### config.mk
export PLATFORM = sky130hd
export DESIGN_NAME = voice_scheduler_flat
export DESIGN_NICKNAME = d
export VERILOG_FILES = /design/src/rtl/shape_pkg.sv /design/src/rtl/voice_scheduler_if.sv /design/src/rtl/voice_cfg_regs.sv /design/src/rtl/voice_scheduler.sv /design/src/flat_wrapper.sv
export SDC_FILE = /design/constraint.sdc
export NUM_CORES = 1
export LEC_CHECK = 0
export CAP_MARGIN = 20
export CORE_ASPECT_RATIO = 0.5
export CORE_MARGIN = 2
export CORE_UTILIZATION = 45
export CTS_BUF_LIST = sky130_fd_sc_hd__clkbuf_8
export DETAILED_ROUTE_END_ITERATION = 16
export HOLD_SLACK_MARGIN = 0.02
export PLACE_DENSITY_LB_ADDON = 0.3
export SLEW_MARGIN = 20
export SYNTH_ARGS = -nofsm -noshare
export SYNTH_HDL_FRONTEND = slang
export SYNTH_SLANG_ARGS = --single-unit
### constraint.sdc
create_clock -name clk -period 7.35 [get_ports clk]
set_clock_uncertainty 0.05 [all_clocks]
set_input_delay 0.735 -clock clk [delete_from_list [all_inputs] [get_ports clk]]
set_output_delay 0.735 -clock clk [all_outputs]
set_load 0.02 [all_outputs]
### src/rtl/shape_pkg.sv
// Shared types for the voice scheduler: oscillator wave shapes, the per-voice
// configuration word and the scheduler FSM state encoding.
package shape_pkg;

  localparam int AMP_W = 24;

  typedef enum logic [1:0] {
    SINE     = 2'd0,
    SQUARE   = 2'd1,
    SAWTOOTH = 2'd2,
    TRIANGLE = 2'd3
  } wave_shape;

  typedef struct packed {
    logic             enable;
    logic [15:0]      freq;
    logic [AMP_W-1:0] amplitude;
    wave_shape        shape;
  } voice_cfg_t;

  typedef enum logic [2:0] {
    ST_IDLE   = 3'd0,
    ST_SCAN   = 3'd1,
    ST_ISSUE  = 3'd2,
    ST_WAIT   = 3'd3,
    ST_ACCUM  = 3'd4,
    ST_OUTPUT = 3'd5
  } sched_state_e;

endpackage

### src/rtl/voice_scheduler_if.sv
// Configuration-write and shared-oscillator bus of the voice scheduler.
// The scheduler sits on the slave modport; the environment drives the master side.
interface voice_scheduler_if import shape_pkg::*; #(
  parameter int N_VOICES = 8,
  parameter int WIDTH    = 24
) ();

  localparam int IDX_W = $clog2(N_VOICES);

  logic                    cfg_valid;
  logic                    cfg_ready;
  logic [IDX_W-1:0]        cfg_voice;
  voice_cfg_t              cfg_data;

  logic                    osc_start;
  logic [15:0]             osc_freq;
  logic [WIDTH-1:0]        osc_amplitude;
  wave_shape               osc_shape;
  logic                    osc_done;
  logic signed [WIDTH-1:0] osc_out;

  modport slave (
    input  cfg_valid, cfg_voice, cfg_data, osc_done, osc_out,
    output cfg_ready, osc_start, osc_freq, osc_amplitude, osc_shape
  );

  modport master (
    output cfg_valid, cfg_voice, cfg_data, osc_done, osc_out,
    input  cfg_ready, osc_start, osc_freq, osc_amplitude, osc_shape
  );

endinterface

### src/rtl/voice_cfg_regs.sv
// Per-voice configuration register file: one synchronous write port and one
// combinational read port.
module voice_cfg_regs import shape_pkg::*; #(
  parameter  int N_VOICES = 8,
  localparam int IDX_W    = $clog2(N_VOICES)
) (
  input  logic             clk,
  input  logic             rstn,
  input  logic             i_we,
  input  logic [IDX_W-1:0] i_wr_idx,
  input  voice_cfg_t       i_wr_data,
  input  logic [IDX_W-1:0] i_rd_idx,
  output voice_cfg_t       o_rd_data
);

  voice_cfg_t r_cfg [N_VOICES];

  // NOTE: this file is small flops, not RAM, so it is reset; every voice must
  // come up disabled or a stale enable would trigger oscillator requests.
  always_ff @(posedge clk or negedge rstn) begin
    if (!rstn) begin
      for (int i = 0; i < N_VOICES; i++) r_cfg[i] <= '0;
    end else if (i_we) begin
      r_cfg[i_wr_idx] <= i_wr_data;
    end
  end

  assign o_rd_data = r_cfg[i_rd_idx];

endmodule

### src/rtl/voice_scheduler.sv
// Time-multiplexes one oscillator across N_VOICES voices: each sample_tick scans
// the enabled voices in index order and emits their saturated sum on mix_out.
module voice_scheduler import shape_pkg::*; #(
  parameter int N_VOICES = 8,
  parameter int WIDTH    = 24,
  parameter int TIMEOUT  = 255
) (
  input  logic               clk,
  input  logic               rstn,
  input  logic               sample_tick,
  voice_scheduler_if.slave   bus,
  output logic [WIDTH-1:0]   mix_out,
  output logic               mix_valid,
  output logic               busy,
  output logic               overrun,
  output logic               timeout
);

  localparam int IDX_W = $clog2(N_VOICES);
  localparam int ACC_W = WIDTH + IDX_W;
  localparam int CNT_W = $clog2(TIMEOUT + 1);

  localparam logic [IDX_W-1:0]        LAST_IDX = IDX_W'(N_VOICES - 1);
  localparam logic [CNT_W-1:0]        CNT_LAST = CNT_W'(TIMEOUT - 1);
  localparam logic signed [ACC_W-1:0] SAT_MAX  = {{(IDX_W + 1){1'b0}}, {(WIDTH - 1){1'b1}}};
  localparam logic signed [ACC_W-1:0] SAT_MIN  = {{(IDX_W + 1){1'b1}}, {(WIDTH - 1){1'b0}}};

  sched_state_e            r_state;
  logic [IDX_W-1:0]        r_idx;
  logic signed [ACC_W-1:0] r_acc;
  logic signed [WIDTH-1:0] r_sample;
  logic [CNT_W-1:0]        r_cnt;
  logic                    r_osc_start;
  logic [15:0]             r_osc_freq;
  logic [WIDTH-1:0]        r_osc_amp;
  wave_shape               r_osc_shape;
  logic [WIDTH-1:0]        r_mix_out;
  logic                    r_mix_valid;
  logic                    r_overrun;
  logic                    r_timeout;

  voice_cfg_t              w_rd_cfg;
  logic signed [ACC_W-1:0] w_acc_sum;
  logic signed [ACC_W-1:0] w_acc_final;
  logic [WIDTH-1:0]        w_sat;

  voice_cfg_regs #(.N_VOICES(N_VOICES)) u_cfg_regs (
    .clk       (clk),
    .rstn      (rstn),
    .i_we      (bus.cfg_valid & bus.cfg_ready),
    .i_wr_idx  (bus.cfg_voice),
    .i_wr_data (bus.cfg_data),
    .i_rd_idx  (r_idx),
    .o_rd_data (w_rd_cfg)
  );

  assign w_acc_sum = r_acc + {{IDX_W{r_sample[WIDTH-1]}}, r_sample};

  // NOTE: every always_comb output gets a default first so no path leaves it
  // unassigned and infers a latch.
  always_comb begin
    w_acc_final = r_acc;
    if (r_state == ST_ACCUM) w_acc_final = w_acc_sum;
    w_sat = w_acc_final[WIDTH-1:0];
    if (w_acc_final > SAT_MAX)      w_sat = SAT_MAX[WIDTH-1:0];
    else if (w_acc_final < SAT_MIN) w_sat = SAT_MIN[WIDTH-1:0];
  end

  // NOTE: all state is written with non-blocking assignments so every register
  // samples pre-edge values regardless of statement order.
  always_ff @(posedge clk or negedge rstn) begin
    if (!rstn) begin
      r_state     <= ST_IDLE;
      r_idx       <= '0;
      r_acc       <= '0;
      r_sample    <= '0;
      r_cnt       <= '0;
      r_osc_start <= 1'b0;
      r_osc_freq  <= '0;
      r_osc_amp   <= '0;
      r_osc_shape <= SINE;
      r_mix_out   <= '0;
      r_mix_valid <= 1'b0;
      r_overrun   <= 1'b0;
      r_timeout   <= 1'b0;
    end else begin
      r_osc_start <= 1'b0;
      r_mix_valid <= 1'b0;
      if (sample_tick && (r_state != ST_IDLE)) r_overrun <= 1'b1;

      case (r_state)
        ST_IDLE: begin
          if (sample_tick) begin
            r_acc   <= '0;
            r_idx   <= '0;
            r_state <= ST_SCAN;
          end
        end
        ST_SCAN: begin
          // Config is captured from the SCAN-cycle read, so a write landing in
          // this same cycle only shows up on the next frame.
          if (w_rd_cfg.enable) begin
            r_osc_freq  <= w_rd_cfg.freq;
            r_osc_amp   <= WIDTH'(w_rd_cfg.amplitude);
            r_osc_shape <= w_rd_cfg.shape;
            r_osc_start <= 1'b1;
            r_state     <= ST_ISSUE;
          end else if (r_idx == LAST_IDX) begin
            r_mix_out   <= w_sat;
            r_mix_valid <= 1'b1;
            r_state     <= ST_OUTPUT;
          end else begin
            r_idx <= r_idx + 1'b1;
          end
        end
        ST_ISSUE: begin
          r_cnt   <= '0;
          r_state <= ST_WAIT;
        end
        ST_WAIT: begin
          if (bus.osc_done) begin
            r_sample <= bus.osc_out;
            r_state  <= ST_ACCUM;
          end else if (r_cnt == CNT_LAST) begin
            r_sample  <= '0;
            r_timeout <= 1'b1;
            r_state   <= ST_ACCUM;
          end else begin
            r_cnt <= r_cnt + 1'b1;
          end
        end
        ST_ACCUM: begin
          r_acc <= w_acc_sum;
          if (r_idx == LAST_IDX) begin
            r_mix_out   <= w_sat;
            r_mix_valid <= 1'b1;
            r_state     <= ST_OUTPUT;
          end else begin
            r_idx   <= r_idx + 1'b1;
            r_state <= ST_SCAN;
          end
        end
        ST_OUTPUT: r_state <= ST_IDLE;
        default:   r_state <= ST_IDLE;
      endcase
    end
  end

  assign bus.cfg_ready     = rstn;
  assign bus.osc_start     = r_osc_start;
  assign bus.osc_freq      = r_osc_freq;
  assign bus.osc_amplitude = r_osc_amp;
  assign bus.osc_shape     = r_osc_shape;
  assign mix_out           = r_mix_out;
  assign mix_valid         = r_mix_valid;
  assign busy              = (r_state != ST_IDLE);
  assign overrun           = r_overrun;
  assign timeout           = r_timeout;

endmodule
### src/flat_wrapper.sv
// flat-port wrapper written by rule: the top's interface ports become plain ports
module voice_scheduler_flat import shape_pkg::*;
#(
  parameter int N_VOICES = 8,
  parameter int WIDTH    = 24,
  parameter int TIMEOUT  = 255
)
  (clk, rstn, sample_tick, mix_out, mix_valid, busy, overrun, timeout, bus_cfg_valid, bus_cfg_voice, bus_cfg_data, bus_osc_done, bus_osc_out, bus_cfg_ready, bus_osc_start, bus_osc_freq, bus_osc_amplitude, bus_osc_shape);
  voice_scheduler_if #(.N_VOICES(N_VOICES), .WIDTH(WIDTH)) bus_i ();
  input  logic clk;
  input  logic rstn;
  input  logic sample_tick;
  output logic [WIDTH-1:0] mix_out;
  output logic mix_valid;
  output logic busy;
  output logic overrun;
  output logic timeout;
  input wire logic [$bits(bus_i.cfg_valid)-1:0] bus_cfg_valid;
  input wire logic [$bits(bus_i.cfg_voice)-1:0] bus_cfg_voice;
  input wire logic [$bits(bus_i.cfg_data)-1:0] bus_cfg_data;
  input wire logic [$bits(bus_i.osc_done)-1:0] bus_osc_done;
  input wire logic [$bits(bus_i.osc_out)-1:0] bus_osc_out;
  output wire logic [$bits(bus_i.cfg_ready)-1:0] bus_cfg_ready;
  output wire logic [$bits(bus_i.osc_start)-1:0] bus_osc_start;
  output wire logic [$bits(bus_i.osc_freq)-1:0] bus_osc_freq;
  output wire logic [$bits(bus_i.osc_amplitude)-1:0] bus_osc_amplitude;
  output wire logic [$bits(bus_i.osc_shape)-1:0] bus_osc_shape;
  assign bus_i.cfg_valid = bus_cfg_valid;
  assign bus_i.cfg_voice = bus_cfg_voice;
  assign bus_i.cfg_data = bus_cfg_data;
  assign bus_i.osc_done = bus_osc_done;
  assign bus_i.osc_out = bus_osc_out;
  assign bus_cfg_ready = bus_i.cfg_ready;
  assign bus_osc_start = bus_i.osc_start;
  assign bus_osc_freq = bus_i.osc_freq;
  assign bus_osc_amplitude = bus_i.osc_amplitude;
  assign bus_osc_shape = bus_i.osc_shape;
  voice_scheduler #(.N_VOICES(N_VOICES), .WIDTH(WIDTH), .TIMEOUT(TIMEOUT)) u_core (.clk(clk), .rstn(rstn), .sample_tick(sample_tick), .bus(bus_i), .mix_out(mix_out), .mix_valid(mix_valid), .busy(busy), .overrun(overrun), .timeout(timeout));
endmodule
=== After elaboration in Yosys (flattened, before gate mapping) ===
Index checks and enable logic that the tools add are counted.

* Flip-flop bits (word level): 479
* Output and inout bits: 72
* Bits of input ports: 75
* Logic and storage cells: 121

* Mux-type cells: 35
* Reduce and logical (&&, ||, !) cells: 17
* Bitwise gates (word level): 4
* Equal/unequal tests: 12
* Order comparisons: 5
* Add/subtract/negate cells: 3

{| class="wikitable"
|+ Operator list
! operator !! number
|-
| bitwise mux 344 bit || 1
|-
| two-way mux 24 bit || 6
|-
| binary-select mux 43 bit (select 3 bit) || 1
|-
| demux 43 bit (select 3 bit) || 1
|-
| two-way mux 43 bit || 3
|-
| two-way mux 27 bit || 2
|-
| one-hot mux 27 bit (2 select lines) || 1
|-
| one-hot mux 24 bit (2 select lines) || 1
|-
| adder 27 bit || 1
|-
| > comparator 27 x 24 -> 1 bit (second input constant) || 1
|-
| < comparator 27 x 24 -> 1 bit (second input constant) || 1
|-
| two-way mux 3 bit || 9
|-
| two-way mux 8 bit || 2
|-
| one-hot mux 8 bit (2 select lines) || 1
|-
| one-hot mux 3 bit (5 select lines) || 1
|-
| AND reduction 3 bit || 4
|-
| one-hot mux 3 bit (3 select lines) || 1
|-
| adder 8 x 1 -> 8 bit (second input constant) || 1
|-
| equality test 8 bit (second input constant) || 1
|-
| greater-or-equal comparator 4 bit (second input constant) || 2
|-
| != test 2 bit (second input constant) || 4
|-
| inverter 3 -> 4 bit || 2
|-
| AND reduction 2 bit || 4
|-
| nonzero test 2 bit || 4
|-
| other kinds (13) || 21
|}

=== Logic depth before layout (Yosys ltp) ===
Gate-level depths: netlist (run 1).

* Depth after elaboration: 8
* Depth in mapped cells: 13
* Mapped depth without buffers: 12

=== Modules after synthesis ===
A second synthesis (run 1) with hierarchy kept.

* Cells, all modules: 1563
* Area, all modules: 22729.3 um2

{| class="wikitable"
|+ By module, submodules not included
! module !! cells an instance !! sequential area each (um2) !! area each (um2) !! times used
|-
| voice_cfg_regs || 889 || 8608.3 || 15592.5 || 1
|-
| voice_scheduler || 674 || 3378.2 || 7136.8 || 1
|}

=== Least setup slack after synthesis (run 1) ===
No wires, ideal clock.

* Kind: flip-flop to flip-flop
* Start point: reg u_core.r_acc[4]
* End point: reg u_core.r_mix_out[13] (netlist: u_core.mix_out[13])
* Slack: 4.243 ns
* Setup time: 0.080 ns
* Data required time: 7.220 ns
* Cell stages (with the launch flop): 12
* Clock period less this slack: 3.107 ns
* Path buffers: 1
* Data arrival time: 2.977 ns
* Path through: dfrtp_1 ha_1 o211a_1 a21oi_2 or4_4 a2111oi_4 nor3_1 or4b_1 a211oi_2 a21oi_2 buf_6 o211ai_2

* Cells in the longest elaborated chain, start to end: 8
* Elaborated cells on any way between the ends: 9
* Those cells by class: 1 x add/sub; 2 x order compare; 6 x mux

{| class="wikitable"
|+ Ends and longest elaborated chain
! element !! line !! source
|-
| start, declared || voice_scheduler.sv:30 || <nowiki>logic signed [ACC_W-1:0] r_acc;</nowiki>
|-
| start signal, assigned || voice_scheduler.sv:133 || <nowiki>r_acc <= w_acc_sum;</nowiki>
|-
| adder 27 bit || voice_scheduler.sv:57 || <nowiki>assign w_acc_sum = r_acc + {{IDX_W{r_sample[WIDTH-1]}}, r_sample};</nowiki>
|-
| two-way mux 27 bit (*) || voice_scheduler.sv:63 || <nowiki>if (r_state == ST_ACCUM) w_acc_final = w_acc_sum;</nowiki>
|-
| < comparator 27 x 24 -> 1 bit || voice_scheduler.sv:66 || <nowiki>else if (w_acc_final < SAT_MIN) w_sat = SAT_MIN[WIDTH-1:0];</nowiki>
|-
| two-way mux 24 bit || voice_scheduler.sv:66 ||
|-
| two-way mux 24 bit (*) || voice_scheduler.sv:65 || <nowiki>if (w_acc_final > SAT_MAX) w_sat = SAT_MAX[WIDTH-1:0];</nowiki>
|-
| two-way mux 24 bit (*) || voice_scheduler.sv:108, voice_scheduler.sv:134 ||
|-
| two-way mux 24 bit || voice_scheduler.sv:102 || <nowiki>if (w_rd_cfg.enable) begin</nowiki>
|-
| one-hot mux 24 bit (2 select lines) (*) || voice_scheduler.sv:91 || <nowiki>case (r_state)</nowiki>
|-
| end signal, assigned || voice_scheduler.sv:109 || <nowiki>r_mix_out <= w_sat;</nowiki>
|-
| end signal, assigned || voice_scheduler.sv:135 || <nowiki>r_mix_out <= w_sat;</nowiki>
|-
| end, declared || voice_scheduler.sv:37 || <nowiki>logic [WIDTH-1:0] r_mix_out;</nowiki>
|}

Every way passes the cells marked *; elsewhere a longest branch is shown, timed or not. The select of a mux whose other input is x is not followed.
A chain may end at the register's enable or synchronous reset.

=== Final worst setup path (run 1) ===
* Start point: reg u_core.r_idx[1]
* End point: reg u_core.r_osc_amp[16] (netlist: u_core.bus.osc_amplitude[16])

* Cells in the longest elaborated chain, start to end: 5

{| class="wikitable"
|+ Ends and longest elaborated chain
! element !! line !! source
|-
| start, declared || voice_scheduler.sv:29 || <nowiki>logic [IDX_W-1:0] r_idx;</nowiki>
|-
| start signal, assigned || voice_scheduler.sv:113 || <nowiki>r_idx <= r_idx + 1'b1;</nowiki>
|-
| start signal, assigned || voice_scheduler.sv:139 || <nowiki>r_idx <= r_idx + 1'b1;</nowiki>
|-
| inverter 3 -> 4 bit (not written as such) (*) || voice_cfg_regs.sv:28 || <nowiki>assign o_rd_data = r_cfg[i_rd_idx];</nowiki>
|-
| binary-select mux 43 bit (select 3 bit) (*) || voice_cfg_regs.sv:28 ||
|-
| two-way mux 43 bit (not written as such) (*) (2 in a row) || voice_cfg_regs.sv:28 ||
|-
| AND reduction 2 bit (no line) || n/a ||
|-
| end signal, assigned || voice_scheduler.sv:104 || <nowiki>r_osc_amp <= WIDTH'(w_rd_cfg.amplitude);</nowiki>
|-
| end, declared || voice_scheduler.sv:35 || <nowiki>logic [WIDTH-1:0] r_osc_amp;</nowiki>
|}

Marks and branches as above.

==> results.sh, run 1 <==
export IMPL_required_ps=7780
export IMPL_synth_async_reset_ratio=1.00
export IMPL_worstMarginPinSlew_ps=1040
export IMPL_synth_ff_latch_count=479
export IMPL_synth_nets=1735
export IMPL_fin_util=0.531
export IMPL_timing_final_crit_share=0.542
export IMPL_ios=147
export IMPL_syn_area_mm2=0.0221
export IMPL_r2r_start="u_core.r_idx[1]$_DFFE_PN0P_"
export IMPL_slowest_delay_ps=750
export IMPL_ys_warn_count=0
export IMPL_ys_seq_area_frac=0.542
export IMPL_antenna_left=0
export IMPL_avgViaCountPerCell=5.55
export IMPL_clockRootBuffer="clkbuf_8"
export IMPL_crit_path_start="u_core.r_idx[1]$_DFFE_PN0P_"
export IMPL_rsz0062_at_grt="no"
export IMPL_htree_levels=3
export IMPL_row_count=57
export IMPL_period_needed_ps=3980
export IMPL_topRoutingLayerUsed="met4"
export IMPL_cts_hold_buf=0
export IMPL_crit_path_start_kind="register"
export IMPL_mostFrequentLayoutCells="dfrtp_1, mux2_2, nand2_1"
export IMPL_leakagePower_uw=0.0112
export IMPL_critical_path_arrival_ps=4410
export IMPL_synthFlopType="dfrtp_1"
export IMPL_grt_max_degree=150
export IMPL_worst_path_stages=6
export IMPL_postCtsSetupBuffers=0
export IMPL_cts_tree="yes"
export IMPL_crit_path_end_kind="register"
export IMPL_dr_wl_met3_um=1780
export IMPL_cpMostUsedCell="buf_4"
export IMPL_wl_met1_um=22600
export IMPL_via_count=13700
export IMPL_grt_pass1_vias=14200
export IMPL_drc=0
export IMPL_setup_worst_path_end="u_core.bus.osc_amplitude[16]$_DFFE_PN0P_"
export IMPL_syn_inst=1629
export IMPL_yosys_top_cells_area="dfrtp_1, mux2_2, mux4_2"
export IMPL_status="completed"
export IMPL_die_height_um=161
export IMPL_worstHoldPathType="input pin to async pin"
export IMPL_core_area_mm2=0.0486
export IMPL_grt_total_usage=0.200
export IMPL_timing_hold_violations_final=0
export IMPL_setup_violations=0
export IMPL_start_util=0.456
export IMPL_crit_buf_inv=2
export IMPL_avgSynthCellArea_um2=13.6
export IMPL_dp_hpwl_um=29100
export IMPL_crit_fanout=44
export IMPL_drtPass1Iterations=5
export IMPL_synth_top_area_frac=0.542
export IMPL_synth_area_leader_cell="dfrtp_1"
export IMPL_fp_dieW_um=318
export IMPL_syn_to_final_growth_pct=16.4
export IMPL_drive_above_1_share=0.325
export IMPL_crit_chain="buf_4 -> mux4_2 -> mux2i_1 -> or3_2 -> buf_4 -> o21ai_0"
export IMPL_cts_resized=0
export IMPL_met2WireLength_um=24500
export IMPL_cp_slowest_cell="or3_2"
export IMPL_wire_per_inst_um=20.1
export IMPL_synth_cell_types=66
export IMPL_powerDensity_mw_per_mm2=372
export IMPL_fin_setup_tns_ps=0
export IMPL_nNetsFinal=1881
export IMPL_slew_headroom=0.304
export IMPL_antenna_found_initial=0
export IMPL_crit_family="buffers and inverters"
export IMPL_clk_latency_ps=640
export IMPL_reg2regPathDepth=6
export IMPL_cts_buffers=72
export IMPL_clock_fmax_mhz=251
export IMPL_grt_ovfl_total=0
export IMPL_wirelength_um=49800
export IMPL_clk_pin_slew_worst_paths_ps=70
export IMPL_gp_congestion=0.856
export IMPL_maxCapViolCount=0
export IMPL_cts_buffer_depth=3
export IMPL_r2r_end="u_core.bus.osc_amplitude[16]$_DFFE_PN0P_"
export IMPL_io_buffers=146
export IMPL_antenna_cells=0
export IMPL_grt_pass1_wl_um=81000
export IMPL_fillCellCount=4040
export IMPL_drtIter0Drc=825
export IMPL_maxSlewViolCount=0
export IMPL_rrSetupSlack_ps=3370
export IMPL_critPathKind="register to register"
export IMPL_final_common_cell="dfrtp_1"
export IMPL_die_area_mm2=0.0511
export IMPL_clock_sinks=479
export IMPL_ir_drop_mv=0.146
export IMPL_synth_edf_count=0
[through the flow]
step | hold slack, ps | power, µW | area [µm²] | setup slack (ps) | std cells
floorplan | 389 | 6350 | 22100 | 4240 | 1629
global route | 171 | 10200 | 25800 | 3120 | 2478
CTS | 114 | 9680 | 25700 | 3360 | 2477
detailed placement | 398 | 7430 | 24300 | 3380 | 2349
finish | 120 | 9590 | 25800 | 3370 | 2478
global placement | 389 | 7360 | 24300 | 3470 | 2349
[area by class of cell]
cell class / instances / area, µm² / area share
sequential: 479 / 12000 / 0.465
timing repair buffer: 172 / 1690 / 0.0657
tap: 649 / 812 / 0.0315
inverter: 14 / 52.6 / 0.00204
clock buffer: 91 / 1250 / 0.0486
clock inverter: 37 / 218 / 0.00845
multi-input combinational: 1036 / 9750 / 0.378
[Yosys cell counts, drive strengths merged, types with 5 or more instances]
cell      n
dfrtp   479
mux2    345
nand2   160
mux4     86
o21ai    81
clkbuf   80
mux2i    47
a21oi    45
nor2     34
ha       30
a22o     29
buf      20
nor3     15
a21o     14
inv      13
nand3    13
o211ai   13
xnor2    13
xor2     11
a211oi    8
nand4     8
nand2b    7
or3       7
a22oi     6
a21boi    5
a221oi    5
nor2b     5
o21bai    5
[metal layers]
| metal | vias up | track usage |
|---|---|---|
| met4 | 0 | 0.0491 |
| li1 | 6299 | - |
| met2 | 211 | 0.337 |
| met3 | 77 | 0.0393 |
| met5 | - | 0 |
| met1 | 7159 | 0.270 |
[cell families (layout without fill, tap and decap cells)]
logic type | after synthesis | count (layout) | share of synthesized area
simple gates | 261 | 261 | 0.0512
mux | 478 | 478 | 0.284
compound gates | 242 | 242 | 0.0750
buf+inv | 114 | 314 | 0.0206
xor+xnor | 24 | 24 | 0.00950
flops | 479 | 479 | 0.542
fa+ha+maj | 31 | 31 | 0.0179
[worst reg2reg max path, delay by kind of cell, from the launching register on]
family | cells | cell delay (ps)
AO/OA/AOI/OAI | 1 | 210
buffers and inverters | 2 | 1300
flip-flops | 1 | 740
multiplexers | 2 | 780
AND/OR/NAND/NOR | 1 | 750
[worst min path at each step]
stage,start,end,slack (ps),cells after the start
6_report,rstn,u_core.u_cfg_regs.r_cfg[33]$_DFFE_PN0P_,120,1
5_1_grt,rstn,u_core.u_cfg_regs.r_cfg[162]$_DFFE_PN0P_,170,1
4_1_cts,rstn,u_core.u_cfg_regs.r_cfg[33]$_DFFE_PN0P_,110,1
3_5_place_dp,u_core.overrun$_DFFE_PN0P_,u_core.overrun$_DFFE_PN0P_,400,1
3_3_place_gp,u_core.overrun$_DFFE_PN0P_,u_core.overrun$_DFFE_PN0P_,390,1
2_1_floorplan,rstn,u_core.bus.osc_amplitude[0]$_DFFE_PN0P_,390,0
[registers in the layout (all words and copies together) (netlist names)]
signal                    flops
u_core.timeout                1
u_core.mix_out               24
u_core.r_sample              24
u_core.r_idx                  3
u_core.r_acc                 27
u_core.u_cfg_regs.r_cfg     344
u_core.r_cnt                  8
u_core.overrun                1
u_core.bus.osc_amplitude     24
u_core.bus.osc_start          1
u_core.mix_valid              1
u_core.bus.osc_freq          16
u_core.bus.osc_shape          2
u_core.r_state                3
[power breakdown]
| part | switching [µW] | total (µW) | leakage [µW] | internal [µW] |
|---|---|---|---|---|
| clock network | 1060 | 2220 | 0.000851 | 1160 |
| logic | 1690 | 3470 | 0.00441 | 1780 |
| registers | 529 | 3900 | 0.00598 | 3370 |
| total | 3280 | 9590 | 0.0112 | 6310 |
Note: power is estimated with default switching activity, not from simulation.
==> run 2: changes to the inputs <==
==> constraint.sdc (replaced) <==
create_clock -name clk -period 4 [get_ports clk]
set_clock_uncertainty 0.05 [all_clocks]
set_input_delay 0.4 -clock clk [delete_from_list [all_inputs] [get_ports clk]]
set_output_delay 0.4 -clock clk [all_outputs]
set_load 0.02 [all_outputs]
==> results.sh, run 2 (synthesis gave the netlist of run 1 again) <==
export IMPL_grt_pass1_vias=14200
export IMPL_status="completed"
export IMPL_timing_final_crit_share=0.896
export IMPL_cts_resized=0
export IMPL_multiInputGateArea_mm2=0.00976
export IMPL_worstMarginPinSlew_ps=1070
export IMPL_slew_headroom=0.287
export IMPL_leakagePower_uw=0.0113
export IMPL_via_count=13700
export IMPL_reg2regPathDepth=11
export IMPL_fin_setup_tns_ps=0
export IMPL_crit_fanout=15
export IMPL_clock_fmax_mhz=279
export IMPL_crit_path_start_kind="register"
export IMPL_clk_pin_slew_worst_paths_ps=70
export IMPL_clk_latency_ps=630
export IMPL_antenna_found_initial=2
export IMPL_cts_tree="yes"
export IMPL_fillCellCount=4101
export IMPL_regMostFlops="u_core.u_cfg_regs.r_cfg"
export IMPL_fp_dieW_um=318
export IMPL_critical_path_arrival_ps=4070
export IMPL_required_ps=4480
export IMPL_io_buffers=146
export IMPL_wire_per_inst_um=19.8
export IMPL_syn_to_final_growth_pct=16.6
export IMPL_drc=0
export IMPL_grt_max_degree=77
export IMPL_final_common_cell="dfrtp_1"
export IMPL_drtPass1Iterations=4
export IMPL_fin_cells=2481
export IMPL_dp_cells=2354
export IMPL_grt_ovfl_total=0
export IMPL_avgViaCountPerCell=5.51
export IMPL_r2r_start="u_core.r_acc[1]$_DFFE_PN0P_"
export IMPL_ios=147
export IMPL_wirelength_um=49100
export IMPL_start_util=0.456
export IMPL_mostFrequentLayoutCells="dfrtp_1, mux2_2, nand2_1"
export IMPL_antenna_left=0
export IMPL_gp_congestion=0.848
export IMPL_ir_drop_mv=0.502
export IMPL_grt_total_usage=0.200
export IMPL_crit_path_start="u_core.r_acc[1]$_DFFE_PN0P_"
export IMPL_critPathKind="register to register"
export IMPL_rrSetupSlack_ps=420
export IMPL_regArea_mm2=0.0120
export IMPL_grt_pass1_wl_um=80400
export IMPL_clockRootBuffer="clkbuf_8"
export IMPL_layout_setup_ws_ps=418
export IMPL_drive_above_1_share=0.324
export IMPL_largest_register_ffs=344
export IMPL_clock_sinks=479
export IMPL_die_area_mm2=0.0511
export IMPL_reg_largest_list="u_core.u_cfg_regs.r_cfg x344, u_core.r_acc x27"
export IMPL_nNetsFinal=1886
export IMPL_drtIter0Drc=824
export IMPL_cts_buffers=72
export IMPL_setup_violations=0
export IMPL_maxSlewViolCount=0
export IMPL_crit_path_end_kind="register"
export IMPL_setup_worst_path_end="u_core.mix_out[21]$_DFFE_PN0P_"
export IMPL_period_needed_ps=3580
export IMPL_die_height_um=161
export IMPL_pre_cts_slack_ps=478
export IMPL_row_count=57
export IMPL_worstHoldPathType="input pin to async pin"
export IMPL_maxCapViolCount=0
export IMPL_power_uw=17600
export IMPL_cts_buffer_depth=3
export IMPL_powerDensity_mw_per_mm2=680
export IMPL_dp_hpwl_um=29500
export IMPL_htree_levels=3
export IMPL_rsz0062_at_grt="no"
export IMPL_timing_hold_violations_final=0
export IMPL_core_area_mm2=0.0486
export IMPL_r2r_end="u_core.mix_out[21]$_DFFE_PN0P_"
run 2: cell types whose count changed in the layout (fill, tap and decap cells not counted), moves of 2 or more:
cell	delta
inv_6	-2
or3_2	-2
or3_4	+2
buf_12	+4
clkbuf_8	-4
run 2: cell type report:
class	count	area share
well taps	649	0.0315
clock buffers	87	0.0464
repair buffers	177	0.0683
clock inverters	38	0.00916
diodes	1	0.0000969
multi-input cells	1036	0.378
inverters	14	0.00204
flip-flops and latches	479	0.465
run 2: how the worst min path moves through the flow:
stage | slack (ps) | end | startpoint
after floorplan | 50 | u_core.bus.osc_amplitude[0]$_DFFE_PN0P_ | rstn
after detailed placement | 320 | u_core.u_cfg_regs.r_cfg[162]$_DFFE_PN0P_ | rstn
after CTS | 220 | u_core.u_cfg_regs.r_cfg[332]$_DFFE_PN0P_ | rstn
after global routing | 250 | u_core.u_cfg_regs.r_cfg[29]$_DFFE_PN0P_ | rstn
final | 240 | u_core.bus.osc_freq[5]$_DFFE_PN0P_ | rstn
after global placement | 320 | u_core.u_cfg_regs.r_cfg[162]$_DFFE_PN0P_ | rstn
run 2: stage by stage:
step | hold slack, ps | cell area (µm²) | util
after floorplan | 54.4 | 22100 | -
after global placement | 319 | 24400 | 0.502
after detailed placement | 318 | 24400 | 0.502
after CTS | 219 | 25800 | 0.531
after global routing | 250 | 25800 | 0.532
final | 241 | 25800 | 0.532
run 2: critical path, stage by stage (launching register included):
cell and delay, ps:
dfrtp_1 420, ha_1 310, a211o_1 340, a211o_1 320, a211oi_1 340, o41ai_2 150, xor2_1 260, or4b_1 490
a211oi_2 250, a21oi_2 130, buf_4 270, a32oi_1 180
run 2: power breakdown:
part           total [µW]  switching (µW)  internal, µW
clock                4050            1940          2110
combinational        6430            3150          3280
sequential           7080             881          6190
total               17600            5960         11600
run 2: timing repair:
item | 4_1_cts | 5_1_grt
buffers inserted | 0 | 0
setup endpoints to repair | 0 | 0
endpoints found under the hold margin | 52 | 0
hold buffers | 1 | 0
run 2: metal layers:
metal,wire (µm),track usage
met1,22800,0.272
met2,23700,0.330
met3,1760,0.0400
met4,867,0.0500
met5,13,0
==> run 3: changes to the inputs <==
--- a/config.mk
+++ b/config.mk
@@ -8,11 +8,12 @@
 export CAP_MARGIN = 20
 export CORE_ASPECT_RATIO = 0.5
 export CORE_MARGIN = 2
-export CORE_UTILIZATION = 45
+export CORE_UTILIZATION = 35
 export CTS_BUF_LIST = sky130_fd_sc_hd__clkbuf_8
 export DETAILED_ROUTE_END_ITERATION = 16
 export HOLD_SLACK_MARGIN = 0.02
-export PLACE_DENSITY_LB_ADDON = 0.3
+export PLACE_DENSITY = 0.54
+export SETUP_SLACK_MARGIN = 0.05
 export SLEW_MARGIN = 20
 export SYNTH_ARGS = -nofsm -noshare
 export SYNTH_HDL_FRONTEND = slang
==> results.sh, run 3 (synthesis gave the netlist of run 1 again) <==
export IMPL_reg_largest_list="u_core.u_cfg_regs.r_cfg x344, u_core.r_acc x27"
export IMPL_critPathKind="register to register"
export IMPL_io_buffers=146
export IMPL_fin_setup_tns_ps=0
export IMPL_worstMarginPinSlew_ps=1010
export IMPL_maxCapViolCount=0
export IMPL_setup_worst_path_end="u_core.mix_out[13]$_DFFE_PN0P_"
export IMPL_ios=147
export IMPL_setup_violations=0
export IMPL_wirelength_um=54100
export IMPL_cts_tree="yes"
export IMPL_rsz0062_at_grt="no"
export IMPL_ir_drop_mv=0.259
export IMPL_met2WireLength_um=25800
export IMPL_fp_dieW_um=360
export IMPL_required_ps=4510
export IMPL_grt_pass1_vias=14500
export IMPL_dpl_instance_area_mm2=0.0246
export IMPL_powerDensity_mw_per_mm2=684
export IMPL_drc=0
export IMPL_start_util=0.353
export IMPL_crit_path_end_kind="register"
export IMPL_largest_register_ffs=344
export IMPL_topRoutingLayerUsed="met4"
export IMPL_dp_hpwl_um=31800
export IMPL_period_needed_ps=3570
export IMPL_fin_area_mm2=0.0262
export IMPL_wire_per_inst_um=20.2
export IMPL_grt_max_degree=142
export IMPL_regMostFlops="u_core.u_cfg_regs.r_cfg"
export IMPL_grt_ovfl_total=0
export IMPL_r2r_end="u_core.mix_out[13]$_DFFE_PN0P_"
export IMPL_cts_buffer_depth=3
export IMPL_power_uw=17900
export IMPL_die_area_mm2=0.0654
export IMPL_worst_hold_slack_ps=127
export IMPL_crit_path_start="u_core.r_sample[1]$_DFFE_PN0P_"
export IMPL_drtIter0Drc=759
export IMPL_mostFrequentLayoutCells="dfrtp_1, mux2_2, nand2_1"
export IMPL_r2r_start="u_core.r_sample[1]$_DFFE_PN0P_"
export IMPL_htree_levels=3
export IMPL_multiInputGateArea_mm2=0.00976
export IMPL_core_area_mm2=0.0628
export IMPL_clock_sinks=479
export IMPL_final_common_cell="dfrtp_1"
export IMPL_maxSlewViolCount=0
export IMPL_worstHoldPathType="input pin to async pin"
export IMPL_drive_above_1_share=0.332
export IMPL_wl_met1_um=25200
export IMPL_antenna_left=0
export IMPL_clock_fmax_mhz=280
export IMPL_leakagePower_uw=0.0113
export IMPL_slew_headroom=0.324
export IMPL_row_count=65
export IMPL_reg2regPathDepth=11
export IMPL_die_height_um=182
export IMPL_via_count=13700
export IMPL_avgViaCountPerCell=5.10
export IMPL_drtPass1Iterations=5
export IMPL_grt_total_usage=0.168
export IMPL_fillCellCount=5861
export IMPL_syn_to_final_growth_pct=18.4
export IMPL_grt_pass1_wl_um=86200
export IMPL_rrSetupSlack_ps=430
export IMPL_nNetsFinal=1893
export IMPL_status="completed"
export IMPL_dr_wl_met3_um=1960
export IMPL_crit_path_start_kind="register"
export IMPL_cts_buffers=74
export IMPL_crit_fanout=14
export IMPL_timing_final_crit_share=0.893
export IMPL_clk_latency_ps=660
export IMPL_critical_path_arrival_ps=4080
export IMPL_postCtsSetupBuffers=0
export IMPL_timing_hold_violations_final=0
export IMPL_regArea_mm2=0.0120
export IMPL_clk_pin_slew_worst_paths_ps=70
export IMPL_antenna_found_initial=2
export IMPL_clockRootBuffer="clkbuf_8"
export IMPL_gp_congestion=0.833
[run 3: changes by cell type in the layout (fill, tap and decap cells not counted), sizes merged, moves of 5 or more]
| cell | change |
|---|---|
| inv | -8 |
| clkinv | +8 |
| buf | +5 |
| clkbuf | +5 |
[run 3: area by class of cell]
type                    count  area share
clock inverters            38      0.0108
diodes                      2    0.000191
flip-flops and latches    479       0.458
clock buffers              92      0.0483
multi-input cells        1036       0.372
repair buffers            182      0.0687
inverters                  14     0.00200
well taps                 837      0.0400
[run 3: worst min path at each step]
stage	slack [ps]	to	cells past startpoint
floorplan	50	u_core.bus.osc_amplitude[0]$_DFFE_PN0P_	0
global placement	220	u_core.u_cfg_regs.r_cfg[201]$_DFFE_PN0P_	1
detailed placement	220	u_core.u_cfg_regs.r_cfg[201]$_DFFE_PN0P_	1
CTS	70	u_core.u_cfg_regs.r_cfg[115]$_DFFE_PN0P_	2
global route	100	u_core.u_cfg_regs.r_cfg[115]$_DFFE_PN0P_	2
finish	130	u_core.u_cfg_regs.r_cfg[115]$_DFFE_PN0P_	2
[run 3: power breakdown]
| group | internal (µW) | switching, µW | total (µW) |
|---|---|---|---|
| Clock | 2290 | 2050 | 4340 |
| Combinational | 3270 | 3260 | 6530 |
| Sequential | 6200 | 864 | 7060 |
[run 3: stage by stage]
stage	setup slack, ps	std cells	utilization
2_1_floorplan	893	1629	-
3_3_place_gp	405	2546	0.392
3_5_place_dp	368	2546	0.392
4_1_cts	321	2677	0.417
5_1_grt	150	2680	0.417
6_report	429	2680	0.417
[run 3: repair_timing]
| action | CTS | global route |
|---|---|---|
| setup endpoints to repair | 0 | 7 |
| gates resized for setup | 0 | 1 |
| hold endpoints to repair | 51 | 0 |
| hold buffers | 1 | 0 |
[run 3: layer usage]
layer | vias to the layer above | track usage
li1 | 6323 | -
met4 | 0 | 0.0467
met5 | - | 0
met3 | 88 | 0.0338
met2 | 201 | 0.278
met1 | 7067 | 0.226
[run 3: worst max-delay path: stages, from the launching register on]
cell and delay [ps]:
dfrtp_1 410, ha_1 320, a211o_1 340, a211o_1 310, a211oi_1 340, o41ai_2 140, xor2_1 240, or4b_1 480
a211oi_2 320, a21oi_4 130, buf_4 230, o211ai_2 160
